===== config.mk =====
export PLATFORM = sky130hd
export DESIGN_NAME = packet_reassembly_buffer
export DESIGN_NICKNAME = d
export VERILOG_FILES = /design/src/rtl/packet_reassembly_buffer.sv
export SDC_FILE = /design/constraint.sdc
export NUM_CORES = 2
export LEC_CHECK = 0
export CAP_MARGIN = 20
export CORE_MARGIN = 2
export CORE_UTILIZATION = 25
export CTS_CLUSTER_SIZE = 24
export DETAILED_ROUTE_END_ITERATION = 8
export GPL_TIMING_DRIVEN = 0
export HOLD_SLACK_MARGIN = 0.05
export PLACE_DENSITY = 0.44
export SYNTH_ARGS = -nofsm -noshare
export SYNTH_HDL_FRONTEND = slang
export SYNTH_MEMORY_MAX_BITS = 65536
export SYNTH_SLANG_ARGS = --single-unit

===== constraint.sdc =====
create_clock -name nocclk -period 8.2 [get_ports nocclk]
set_input_delay 1.23 -clock nocclk [delete_from_list [all_inputs] [get_ports nocclk]]
set_output_delay 1.23 -clock nocclk [all_outputs]
set_load 0.005 [all_outputs]

===== src/rtl/packet_reassembly_buffer.sv =====
// Multi-slot NoC packet reassembly: out-of-order flits are gathered per packet id,
// completed packets are queued and replayed as an in-order flit stream.
//
// state       | meaning
// ST_FREE     | slot unused, available for allocation
// ST_FILLING  | collecting flits, inactivity timer running
// ST_COMPLETE | all flits present, index waiting in the completion FIFO
// ST_DRAINING | being streamed out on out_*
module packet_reassembly_buffer #(
    parameter int NUM_ENTRIES   = 8,
    parameter int MAX_FLITS     = 8,
    parameter int FLIT_WIDTH    = 64,
    parameter int PID_WIDTH     = 8,
    parameter int EXPIRE_CYCLES = 100,
    localparam int IW = $clog2(MAX_FLITS),
    localparam int TW = $clog2(EXPIRE_CYCLES + 1),
    localparam int OW = $clog2(NUM_ENTRIES + 1)
) (
    input  logic                  nocclk,
    input  logic                  rst,
    input  logic [FLIT_WIDTH-1:0] in_flit,
    input  logic [PID_WIDTH-1:0]  in_packet_id,
    input  logic [IW-1:0]         in_flit_idx,
    input  logic                  in_is_tail,
    input  logic                  in_valid,
    output logic                  in_ready,
    output logic [FLIT_WIDTH-1:0] out_flit,
    output logic [PID_WIDTH-1:0]  out_packet_id,
    output logic                  out_is_tail,
    output logic                  out_valid,
    input  logic                  out_ready,
    output logic                  drop_pulse,
    output logic                  err_pulse,
    output logic [OW-1:0]         occupancy
);

    localparam int EW = $clog2(NUM_ENTRIES);
    localparam int CW = IW + 1;

    localparam logic [1:0] ST_FREE     = 2'd0;
    localparam logic [1:0] ST_FILLING  = 2'd1;
    localparam logic [1:0] ST_COMPLETE = 2'd2;
    localparam logic [1:0] ST_DRAINING = 2'd3;

    localparam logic [TW-1:0] TIMER_LIM = TW'(EXPIRE_CYCLES - 1);

    logic [1:0]            st_q    [NUM_ENTRIES];
    logic [1:0]            st_d    [NUM_ENTRIES];
    logic [PID_WIDTH-1:0]  pid_q   [NUM_ENTRIES];
    logic [PID_WIDTH-1:0]  pid_d   [NUM_ENTRIES];
    logic [MAX_FLITS-1:0]  mask_q  [NUM_ENTRIES];
    logic [MAX_FLITS-1:0]  mask_d  [NUM_ENTRIES];
    logic [CW-1:0]         total_q [NUM_ENTRIES];
    logic [CW-1:0]         total_d [NUM_ENTRIES];
    logic                  tail_q  [NUM_ENTRIES];
    logic                  tail_d  [NUM_ENTRIES];
    logic [TW-1:0]         timer_q [NUM_ENTRIES];
    logic [TW-1:0]         timer_d [NUM_ENTRIES];
    logic [FLIT_WIDTH-1:0] data_q  [NUM_ENTRIES][MAX_FLITS];

    logic [EW-1:0] fifo_q [NUM_ENTRIES];
    logic [EW-1:0] fifo_wr_q, fifo_wr_d, fifo_rd_q, fifo_rd_d;
    logic [OW-1:0] fifo_cnt_q, fifo_cnt_d;

    logic                  out_valid_q, out_valid_d;
    logic [FLIT_WIDTH-1:0] out_flit_q, out_flit_d;
    logic [PID_WIDTH-1:0]  out_pid_q, out_pid_d;
    logic                  out_tail_q, out_tail_d;
    logic [EW-1:0]         drn_ent_q, drn_ent_d;
    logic [IW-1:0]         drn_idx_q, drn_idx_d;

    logic          drop_q, drop_d, err_q, err_d;
    logic [OW-1:0] occ_q, occ_d;

    logic                   match_any, free_any, cmp_any, exp_any;
    logic [EW-1:0]          match_idx, free_idx, cmp_idx, exp_idx, tgt, pop_ent;
    logic [NUM_ENTRIES-1:0] done;
    logic [IW-1:0]          hi_idx, drn_nidx;
    logic [CW-1:0]          tail_total;
    logic                   illegal, accept, wr_ok, pop, hs;

    function automatic logic [MAX_FLITS-1:0] low_mask(input logic [CW-1:0] n);
        logic [MAX_FLITS-1:0] m;
        for (int i = 0; i < MAX_FLITS; i++) m[i] = (CW'(i) < n);
        return m;
    endfunction

    function automatic logic [EW-1:0] ptr_inc(input logic [EW-1:0] p);
        return (p == EW'(NUM_ENTRIES - 1)) ? '0 : p + EW'(1);
    endfunction

    // Completion is judged on registered state, one cycle after the final write.
    always_comb begin
        done = '0;
        for (int e = 0; e < NUM_ENTRIES; e++)
            done[e] = (st_q[e] == ST_FILLING) && tail_q[e] && (mask_q[e] == low_mask(total_q[e]));
    end

    always_comb begin
        match_any = 1'b0;
        match_idx = '0;
        free_any  = 1'b0;
        free_idx  = '0;
        cmp_any   = 1'b0;
        cmp_idx   = '0;
        for (int e = NUM_ENTRIES - 1; e >= 0; e--) begin
            if (st_q[e] == ST_FILLING && pid_q[e] == in_packet_id) begin
                match_any = 1'b1;
                match_idx = EW'(e);
            end
            if (st_q[e] == ST_FREE) begin
                free_any = 1'b1;
                free_idx = EW'(e);
            end
            if (done[e]) begin
                cmp_any = 1'b1;
                cmp_idx = EW'(e);
            end
        end
    end

    always_comb begin
        hi_idx = '0;
        for (int i = 0; i < MAX_FLITS; i++)
            if (mask_q[match_idx][i]) hi_idx = IW'(i);
    end

    assign in_ready   = match_any || free_any;
    assign accept     = in_valid && in_ready;
    assign tgt        = match_any ? match_idx : free_idx;
    assign tail_total = CW'(in_flit_idx) + CW'(1);
    assign illegal    = match_any &&
                        (mask_q[match_idx][in_flit_idx] ||
                         (tail_q[match_idx] && CW'(in_flit_idx) >= total_q[match_idx]) ||
                         (in_is_tail && in_flit_idx < hi_idx));
    assign wr_ok      = accept && !illegal;

    // An entry accepting a flit this cycle is never the one that expires.
    always_comb begin
        exp_any = 1'b0;
        exp_idx = '0;
        for (int e = NUM_ENTRIES - 1; e >= 0; e--) begin
            if (st_q[e] == ST_FILLING && timer_q[e] == TIMER_LIM && !done[e] &&
                !(accept && tgt == EW'(e))) begin
                exp_any = 1'b1;
                exp_idx = EW'(e);
            end
        end
    end

    assign pop      = !out_valid_q && (fifo_cnt_q != '0);
    assign pop_ent  = fifo_q[fifo_rd_q];
    assign hs       = out_valid_q && out_ready;
    assign drn_nidx = drn_idx_q + IW'(1);

    always_comb begin
        st_d    = st_q;
        pid_d   = pid_q;
        mask_d  = mask_q;
        total_d = total_q;
        tail_d  = tail_q;
        timer_d = timer_q;
        for (int e = 0; e < NUM_ENTRIES; e++) begin
            if (st_q[e] == ST_FILLING && timer_q[e] != TIMER_LIM)
                timer_d[e] = timer_q[e] + TW'(1);
            if (accept && tgt == EW'(e)) begin
                timer_d[e] = '0;
                if (!match_any) begin
                    st_d[e]    = ST_FILLING;
                    pid_d[e]   = in_packet_id;
                    mask_d[e]  = MAX_FLITS'(1) << in_flit_idx;
                    tail_d[e]  = in_is_tail;
                    total_d[e] = in_is_tail ? tail_total : '0;
                end else if (!illegal) begin
                    mask_d[e] = mask_q[e] | (MAX_FLITS'(1) << in_flit_idx);
                    if (in_is_tail) begin
                        tail_d[e]  = 1'b1;
                        total_d[e] = tail_total;
                    end
                end
            end
            if (cmp_any && cmp_idx == EW'(e))
                st_d[e] = ST_COMPLETE;
            if (exp_any && exp_idx == EW'(e))
                st_d[e] = ST_FREE;
            if (pop && pop_ent == EW'(e))
                st_d[e] = ST_DRAINING;
            if (hs && out_tail_q && drn_ent_q == EW'(e))
                st_d[e] = ST_FREE;
        end
    end

    always_comb begin
        fifo_wr_d  = cmp_any ? ptr_inc(fifo_wr_q) : fifo_wr_q;
        fifo_rd_d  = pop ? ptr_inc(fifo_rd_q) : fifo_rd_q;
        fifo_cnt_d = fifo_cnt_q;
        if (cmp_any && !pop)
            fifo_cnt_d = fifo_cnt_q + OW'(1);
        else if (!cmp_any && pop)
            fifo_cnt_d = fifo_cnt_q - OW'(1);
    end

    // A new packet is only fetched while the output register is empty, giving a
    // one-cycle bubble between packets.
    always_comb begin
        out_valid_d = out_valid_q;
        out_flit_d  = out_flit_q;
        out_pid_d   = out_pid_q;
        out_tail_d  = out_tail_q;
        drn_ent_d   = drn_ent_q;
        drn_idx_d   = drn_idx_q;
        if (pop) begin
            out_valid_d = 1'b1;
            out_flit_d  = data_q[pop_ent][0];
            out_pid_d   = pid_q[pop_ent];
            out_tail_d  = (total_q[pop_ent] == CW'(1));
            drn_ent_d   = pop_ent;
            drn_idx_d   = '0;
        end else if (hs) begin
            if (out_tail_q) begin
                out_valid_d = 1'b0;
                out_tail_d  = 1'b0;
            end else begin
                drn_idx_d  = drn_nidx;
                out_flit_d = data_q[drn_ent_q][drn_nidx];
                out_tail_d = (CW'(drn_nidx) + CW'(1) == total_q[drn_ent_q]);
            end
        end
    end

    always_comb begin
        occ_d = '0;
        for (int e = 0; e < NUM_ENTRIES; e++)
            if (st_d[e] != ST_FREE) occ_d = occ_d + OW'(1);
    end

    assign drop_d = exp_any;
    assign err_d  = accept && illegal;

    always_ff @(posedge nocclk) begin
        if (rst) begin
            for (int e = 0; e < NUM_ENTRIES; e++) begin
                st_q[e]    <= ST_FREE;
                pid_q[e]   <= '0;
                mask_q[e]  <= '0;
                total_q[e] <= '0;
                tail_q[e]  <= 1'b0;
                timer_q[e] <= '0;
            end
            fifo_wr_q   <= '0;
            fifo_rd_q   <= '0;
            fifo_cnt_q  <= '0;
            out_valid_q <= 1'b0;
            out_flit_q  <= '0;
            out_pid_q   <= '0;
            out_tail_q  <= 1'b0;
            drn_ent_q   <= '0;
            drn_idx_q   <= '0;
            drop_q      <= 1'b0;
            err_q       <= 1'b0;
            occ_q       <= '0;
        end else begin
            st_q        <= st_d;
            pid_q       <= pid_d;
            mask_q      <= mask_d;
            total_q     <= total_d;
            tail_q      <= tail_d;
            timer_q     <= timer_d;
            fifo_wr_q   <= fifo_wr_d;
            fifo_rd_q   <= fifo_rd_d;
            fifo_cnt_q  <= fifo_cnt_d;
            out_valid_q <= out_valid_d;
            out_flit_q  <= out_flit_d;
            out_pid_q   <= out_pid_d;
            out_tail_q  <= out_tail_d;
            drn_ent_q   <= drn_ent_d;
            drn_idx_q   <= drn_idx_d;
            drop_q      <= drop_d;
            err_q       <= err_d;
            occ_q       <= occ_d;
        end
    end

    // Payload and FIFO storage carry no control meaning, so they are not reset.
    always_ff @(posedge nocclk) begin
        if (wr_ok)
            data_q[tgt][in_flit_idx] <= in_flit;
        if (cmp_any)
            fifo_q[fifo_wr_q] <= cmp_idx;
    end

    assign out_valid     = out_valid_q;
    assign out_flit      = out_flit_q;
    assign out_packet_id = out_pid_q;
    assign out_is_tail   = out_tail_q;
    assign drop_pulse    = drop_q;
    assign err_pulse     = err_q;
    assign occupancy     = occ_q;

endmodule


---- Word level (Yosys, flattened, before mapping) ----
Memory sizes are Yosys's and may differ from the RTL's. A register that Yosys moved wholly into a read port is not among the register bits.
Index checks and enable logic that the tools add are counted.
storage, ports and cells
  register bits ........................... 336
  bits in writable memories ............... 4120
  input port bits ......................... 80
  memories kept ........................... 2
  output and inout port bits .............. 81
  logic and storage cells ................. 644
cells by class
  shifts and indexed selects .............. 1
  multiplexer cells ....................... 197
  equal/unequal tests ..................... 82
  $lt $le $gt $ge ......................... 73
  reductions and logical operators ........ 192
  bitwise operators ....................... 15
  $add $sub $neg .......................... 22
memories
  name    depth  width  rd ports  clocked after Yosys merged registers in  write ports  RTL line  source
  data_q  8      512    2         1                                        1            59        logic [FLIT_WIDTH-1:0] data_q [NUM_ENTRIES][MAX_FLITS];
  fifo_q  8      3      1         1                                        1            61        logic [EW-1:0] fifo_q [NUM_ENTRIES];
operator list
  cell                                                 number
  2-to-1 mux 512 bit                                   1
  2-to-1 mux 64 bit                                    6
  binary-select mux 64 bit (select 3 bit)              1
  demux 64 bit (select 3 bit)                          1
  2-to-1 mux 8 bit                                     20
  2-to-1 mux 3 bit                                     45
  equality test 8 bit                                  16
  < comparator 3 x 4 -> 1 bit, first input constant    32
  logical AND 1 bit                                    108
  2-to-1 mux 2 bit                                     48
  2-to-1 mux 4 bit                                     19
  equality test 3 bit, second input constant           22
  < comparator 1 x 4 -> 1 bit, first input constant    16
  < comparator 2 x 4 -> 1 bit, first input constant    16
  OR 8 bit                                             8
  adder 7 x 1 -> 7 bit, second input constant          8
  equality test 7 bit, second input constant           8
  != test 7 bit, second input constant                 8
  2-to-1 mux 1 bit                                     49
  binary-select mux 8 bit (select 3 bit)               2
  AND reduction 2 bit                                  19
  binary-select mux 4 bit (select 3 bit)               3
  adder 4 x 1 -> 4 bit, second input constant          8
  equality test 3 x 2 -> 1 bit, second input constant  10
  other kinds (26)                                     108

---- Depth between registers and ports, before layout ----
  depth in word-level cells ............... 44
  depth in mapped cells ................... 38
  gate-level depth less buffers ........... 33

---- Worst setup path before layout ----
Ideal clock, no wire load.
  path type ............................... input port to flip-flop
  from .................................... input port in_packet_id[3]
  to ...................................... memory data_q[0][384] in the netlist's numbering, enable pin
  required time ........................... 7.713 ns
  path slack .............................. -0.575 ns
  data arrival time ....................... 8.289 ns
  stages .................................. 25
  path buffers ............................ 7
  setup time .............................. 0.487 ns
  cell sequence ........................... buf_4 > xor2_1 > or4_1 > o31ai_1 > o21ai_2 > nand2_2 > buf_4 > buf_2 > buf_1 > nor2_1 > o21ai_0 > o21ai_0 > o21ai_0 > ha_1 > nand2b_1 > a21o_1 > a21oi_1 > o32ai_1 > nand2_1 > o31a_1 > buf_2 > buf_2 > nand2_2 > buf_4 > nor2_1
between the ends
  cells in the longest elaborated chain, start to end .. 29
  elaborated cells between the ends (all ways) .. 65
  those cells by class .................... order compare: 2; eq/ne: 8; mux: 37; bitwise: 1; reduce/logical: 17
ends and longest elaborated chain
  element                                               RTL line       source
  start, declared                                       22             input logic [PID_WIDTH-1:0] in_packet_id,
  equality test 8 bit                                   107            if (st_q[e] == ST_FILLING && pid_q[e] == in_packet_id) begin
  logical AND 1 bit                                     107
  2-to-1 mux 3 bit (8 in series)                        107
  inverter 3 -> 4 bit (not written as such)             125, 133, 134
  binary-select mux 8 bit (select 3 bit)                125, 133
  2-to-1 mux 8 bit (not written as such) (2 in series)  125, 133
  2-to-1 mux 1 bit                                      125            if (mask_q[match_idx][i]) hi_idx = IW'(i);
  2-to-1 mux 3 bit (6 in series)                        125
  < comparator 3 bit                                    135            (in_is_tail && in_flit_idx < hi_idx));
  logical AND 1 bit                                     135
  logical OR 1 bit                                      134            (tail_q[match_idx] && CW'(in_flit_idx) >= total_q[match_idx]) ||
  logical AND 1 bit                                     132            assign illegal = match_any &&
  zero test 1 bit                                       n/a
  logical AND 1 bit                                     136            assign wr_ok = accept && !illegal;
  2-to-1 mux 1 bit                                      286            if (wr_ok)
  2-to-1 mux 512 bit (not written as such)              287            data_q[tgt][in_flit_idx] <= in_flit;
  end, declared                                         59
Several ways; a longest one is shown, not always the timed one. The select of a mux whose other input is x is not followed.

---- Worst setup path in the final report ----
  from .................................... register drn_idx_q[0]
  to ...................................... register out_flit_q[21] (netlist: out_flit[21])
between the ends
  cells in the longest elaborated chain, start to end .. 8
ends and longest elaborated chain
  element                                                RTL line  source
  start, declared                                        70        logic [IW-1:0] drn_idx_q, drn_idx_d;
  start signal, assigned                                 277       drn_idx_q <= drn_idx_d;
  adder 3 x 1 -> 3 bit                                   154       assign drn_nidx = drn_idx_q + IW'(1);
  named net drn_nidx[0]                                  78        logic [IW-1:0] hi_idx, drn_nidx;
  inverter 3 -> 4 bit (not written as such)              225       out_flit_d = data_q[drn_ent_q][drn_nidx];
  binary-select mux 64 bit (select 3 bit)                225
  2-to-1 mux 64 bit (not written as such) (2 in series)  225
  2-to-1 mux 64 bit                                      220       if (out_tail_q) begin
  2-to-1 mux 64 bit                                      219       end else if (hs) begin
  2-to-1 mux 64 bit                                      212       if (pop) begin
  end signal, assigned                                   273       out_flit_q <= out_flit_d;
  end, declared                                          66        logic [FLIT_WIDTH-1:0] out_flit_q, out_flit_d;
The timed path passes the listed nets, and every way through them passes these cells. The select of a mux whose other input is x is not followed.
A chain may end at the register's enable or synchronous reset.

==> reports/qor.csv <==
metric,value,unit
Max H-tree Level,5,
met1 Usage GRT,23.6,%
register bit total from synthesis,4462,
sequential-to-total area share from yosys stat,72.7,%
fill count,69198,
Comb power frac,33.9,%
Skew-Pair Late Insertion Delay,1100,ps
Min Hold Slack,381,ps
met2 GRT Util,31.5,%
Sw Share,34.6,%
final period utilization,99.9,%
Antenna Nets Post-Route,0,
hold_sp,in_flit[42],
Non-Filler Instances,20553,
slew margin rel.,10.3,%
Area contributors post-synth,"edfxtp_1 (69%), mux4_2 (16%), dfxtp_1 (3.8%)",
post-synth cell types,99,
crit path from,drn_idx_q[0],
"Top FF cell, synth",edfxtp_1,
syn nets,9534,
Clk pwr share,30.1,%
Post-Place Cells,19589,
required time of the critical path,9190,ps
initial core utilization,25.1,%
status,finished clean,
via/cell ratio,5.01,
Final setup viols,0,
Port Buf Inserts,151,
Final Hold Fails,0,
final worst slack,10.5,ps
Ys Warns,0,
busiest grt layer,met2,
number of flops mapped to enable cells by yosys,4120,
sequential share of power,35.9,%
largest net degree at the start of global routing,65,
pre-CTS WS,-1510,ps
first-pass GRT wire length,920,mm
Max IR drop VDD,0.000279,V
share of cells above drive strength 1,25.7,%
cell area power density,328,nW/um2
clk root buf,clkbuf_16,
"commonest non-fill, non-tap cells in the layout","edfxtp_1 (4,120), mux4_2 (1,263), nand2_1 (777)",
DRC,0,
R2R Path Start,drn_idx_q[0],
"reg-to-reg slack, setup",10,ps
max_cap viols,0,
achievable frequency,122,MHz
GRT overflow,0,
Worst Path Max Fanout,10,
leading area contributor after synthesis,edfxtp_1,
setup repair after global routing missed its margin,false,
"Arr. time, crit path",9180,ps
final WL,692,mm
Post-synth ARST share,0,%
routed vias,102921,
Static Leak,67.3,nW
post-synthesis cell count,9418,
Total GRT Usage,18.4,%
hold buffers post-CTS,0,
P_sw,24.8,mW
top-area cell type share of the netlist area,68.9,%
met3 usage,2.98,%
die area,725000,um2
core area,716000,um2
"most common cell after layout, fill and taps aside",edfxtp_1,
Final #Nets,10689,
first-pass iteration count of the detailed router,8,
synthesis-to-layout area growth,21.8,%
synthesized area,179000,um2
Die X,851,um
TritonCTS sink count,4462,
cts bufs inserted,477,
CTS tree,yes,
worst-case clock skew,101,ps
Worst Setup Start Kind,flip-flop,
DP HPWL,505,mm
endpoint class of the critical path,flip-flop,
vias in the first global route,103512,
CP Class,flip-flop to flip-flop,
num rows,311,
initial antenna violation count,81,
Pins Over Slew Limit,0,
Die Height,851,um
Least-Margin Pin Slew,1330,ps
drt initial violations,11751,
"Min Clock Period, post-route",8190,ps
final core utilization,30.5,%
P_int,46.9,mW
path type of the worst min-delay path,input port to flip-flop,
average wire per standard cell,33.7,um
GPL Wtd Cong,0.864,
Sum Neg Setup Slack,0,ps
clock transition at the registers of the reported paths,60,ps
Avg Synthesized Cell Area,19.1,um2
clk buf depth,4,
IO Pins,161,
[path summary, 6_finish.rpt]
check,end,cells past startpoint
setup reg to reg,out_flit[21],17
hold reg to reg,mask_q[46],2
hold / removal,data_q[2][234],1
setup / recovery,out_flit[21],17
[flip-flops by register name, indices dropped and copies added, names as in the netlist, named ones only]
name	flops
out_flit	64
data_q	4096
fifo_q	24
out_packet_id	8
tail_q	8
drn_ent_q	3
drn_idx_q	3
fifo_cnt_q	4
total_q	32
occupancy	4
err_pulse	1
out_is_tail	1
mask_q	64
timer_q	56
out_valid	1
fifo_rd_q	3
fifo_wr_q	3
pid_q	64
drop_pulse	1
st_q	16
[power groups by stage]
| stage | Combinational, mW | Sequential, mW | Clock (mW) |
|---|---|---|---|
| 2_1_floorplan | 12.4 | 26.1 | 0 |
| 6_report | 24.3 | 25.8 | 21.6 |
| 4_1_cts | 24.3 | 25.8 | 22.0 |
| 5_1_grt | 25.2 | 25.8 | 22.8 |
| 3_5_place_dp | 24.3 | 26.3 | 0 |
| 3_3_place_gp | 22.8 | 26.4 | 0 |
[metrics by stage]
stage | power, mW | area (um2)
after global placement | 49.2 | 193000
after global routing | 73.8 | 219000
after detailed placement | 50.5 | 202000
after CTS | 72.1 | 218000
final | 71.7 | 219000
after floorplan | 38.4 | 180000
[cell type report]
type	instances	area, um2	share of cell area [%]
sequential	4462	131000	59.7
multi-input combinational	4324	47100	21.5
clock buffer	584	12500	5.72
tap	9546	11900	5.46
timing repair buffer	687	11000	5.02
clock inverter	301	2920	1.34
buffer	578	2420	1.11
inverter	43	161	0.0738
antenna	28	70.1	0.0321
[layer usage]
metal / up-vias / wire length, um
met5: - / 258
met4: 40 / 30800
met3: 1089 / 46800
met2: 4597 / 339000
met1: 56139 / 275000
li1: 41056 / -
[synthesized netlist by cell type (17+ instances only)]
| cell | count |
|---|---|
| or3_1 | 17 |
| xor2_1 | 83 |
| nor3_1 | 132 |
| o211ai_1 | 17 |
| a211oi_1 | 28 |
| xnor2_1 | 53 |
| o221ai_1 | 51 |
| mux2_2 | 20 |
| a22o_1 | 18 |
| mux2i_1 | 214 |
| nand2b_1 | 25 |
| or2_2 | 17 |
| edfxtp_1 | 4120 |
| nand3_1 | 224 |
| nor4b_1 | 17 |
| buf_2 | 25 |
| nand4_1 | 23 |
| dfxtp_1 | 342 |
| a21oi_1 | 193 |
| ha_1 | 35 |
| mux4_2 | 1263 |
| and3_1 | 84 |
| buf_1 | 163 |
| o22ai_1 | 48 |
| nand2_1 | 777 |
| o21ai_0 | 124 |
| nor2_1 | 436 |
| nor4_1 | 23 |
| nor2b_1 | 28 |
| a311oi_1 | 153 |
| clkbuf_1 | 380 |
| inv_1 | 40 |
[kinds of logic after synthesis]
family | synth area share (%)
adders and majority gates | 0.255
DFF | 72.7
muxes | 17.2
buffers and inverters | 1.41
and+or+nand+nor | 4.69
AOI/OAI and AO/OA | 3.02
xor gates and xnor gates | 0.710
[critical path, cell delays in order (launching register included)]
cell and delay (ps):
dfxtp_1 330, clkbuf_1 250, buf_8 230, buf_2 580, clkbuf_4 600, buf_2 610, inv_1 380, ha_2 720
or2_2 400, clkbuf_1 590, buf_1 950, o22ai_1 560, a21oi_1 580, a21oi_1 340, nor3_1 500, buf_4 240
a21oi_1 50, nor2_1 90
[repair_timing]
item	in CTS	in global routing
gates resized for setup	10	12
setup buffers	25	6
setup endpoints to repair	3812	1505
cloned	0	0
pin swaps	11	2
Power figures use the tool's default switching activity.
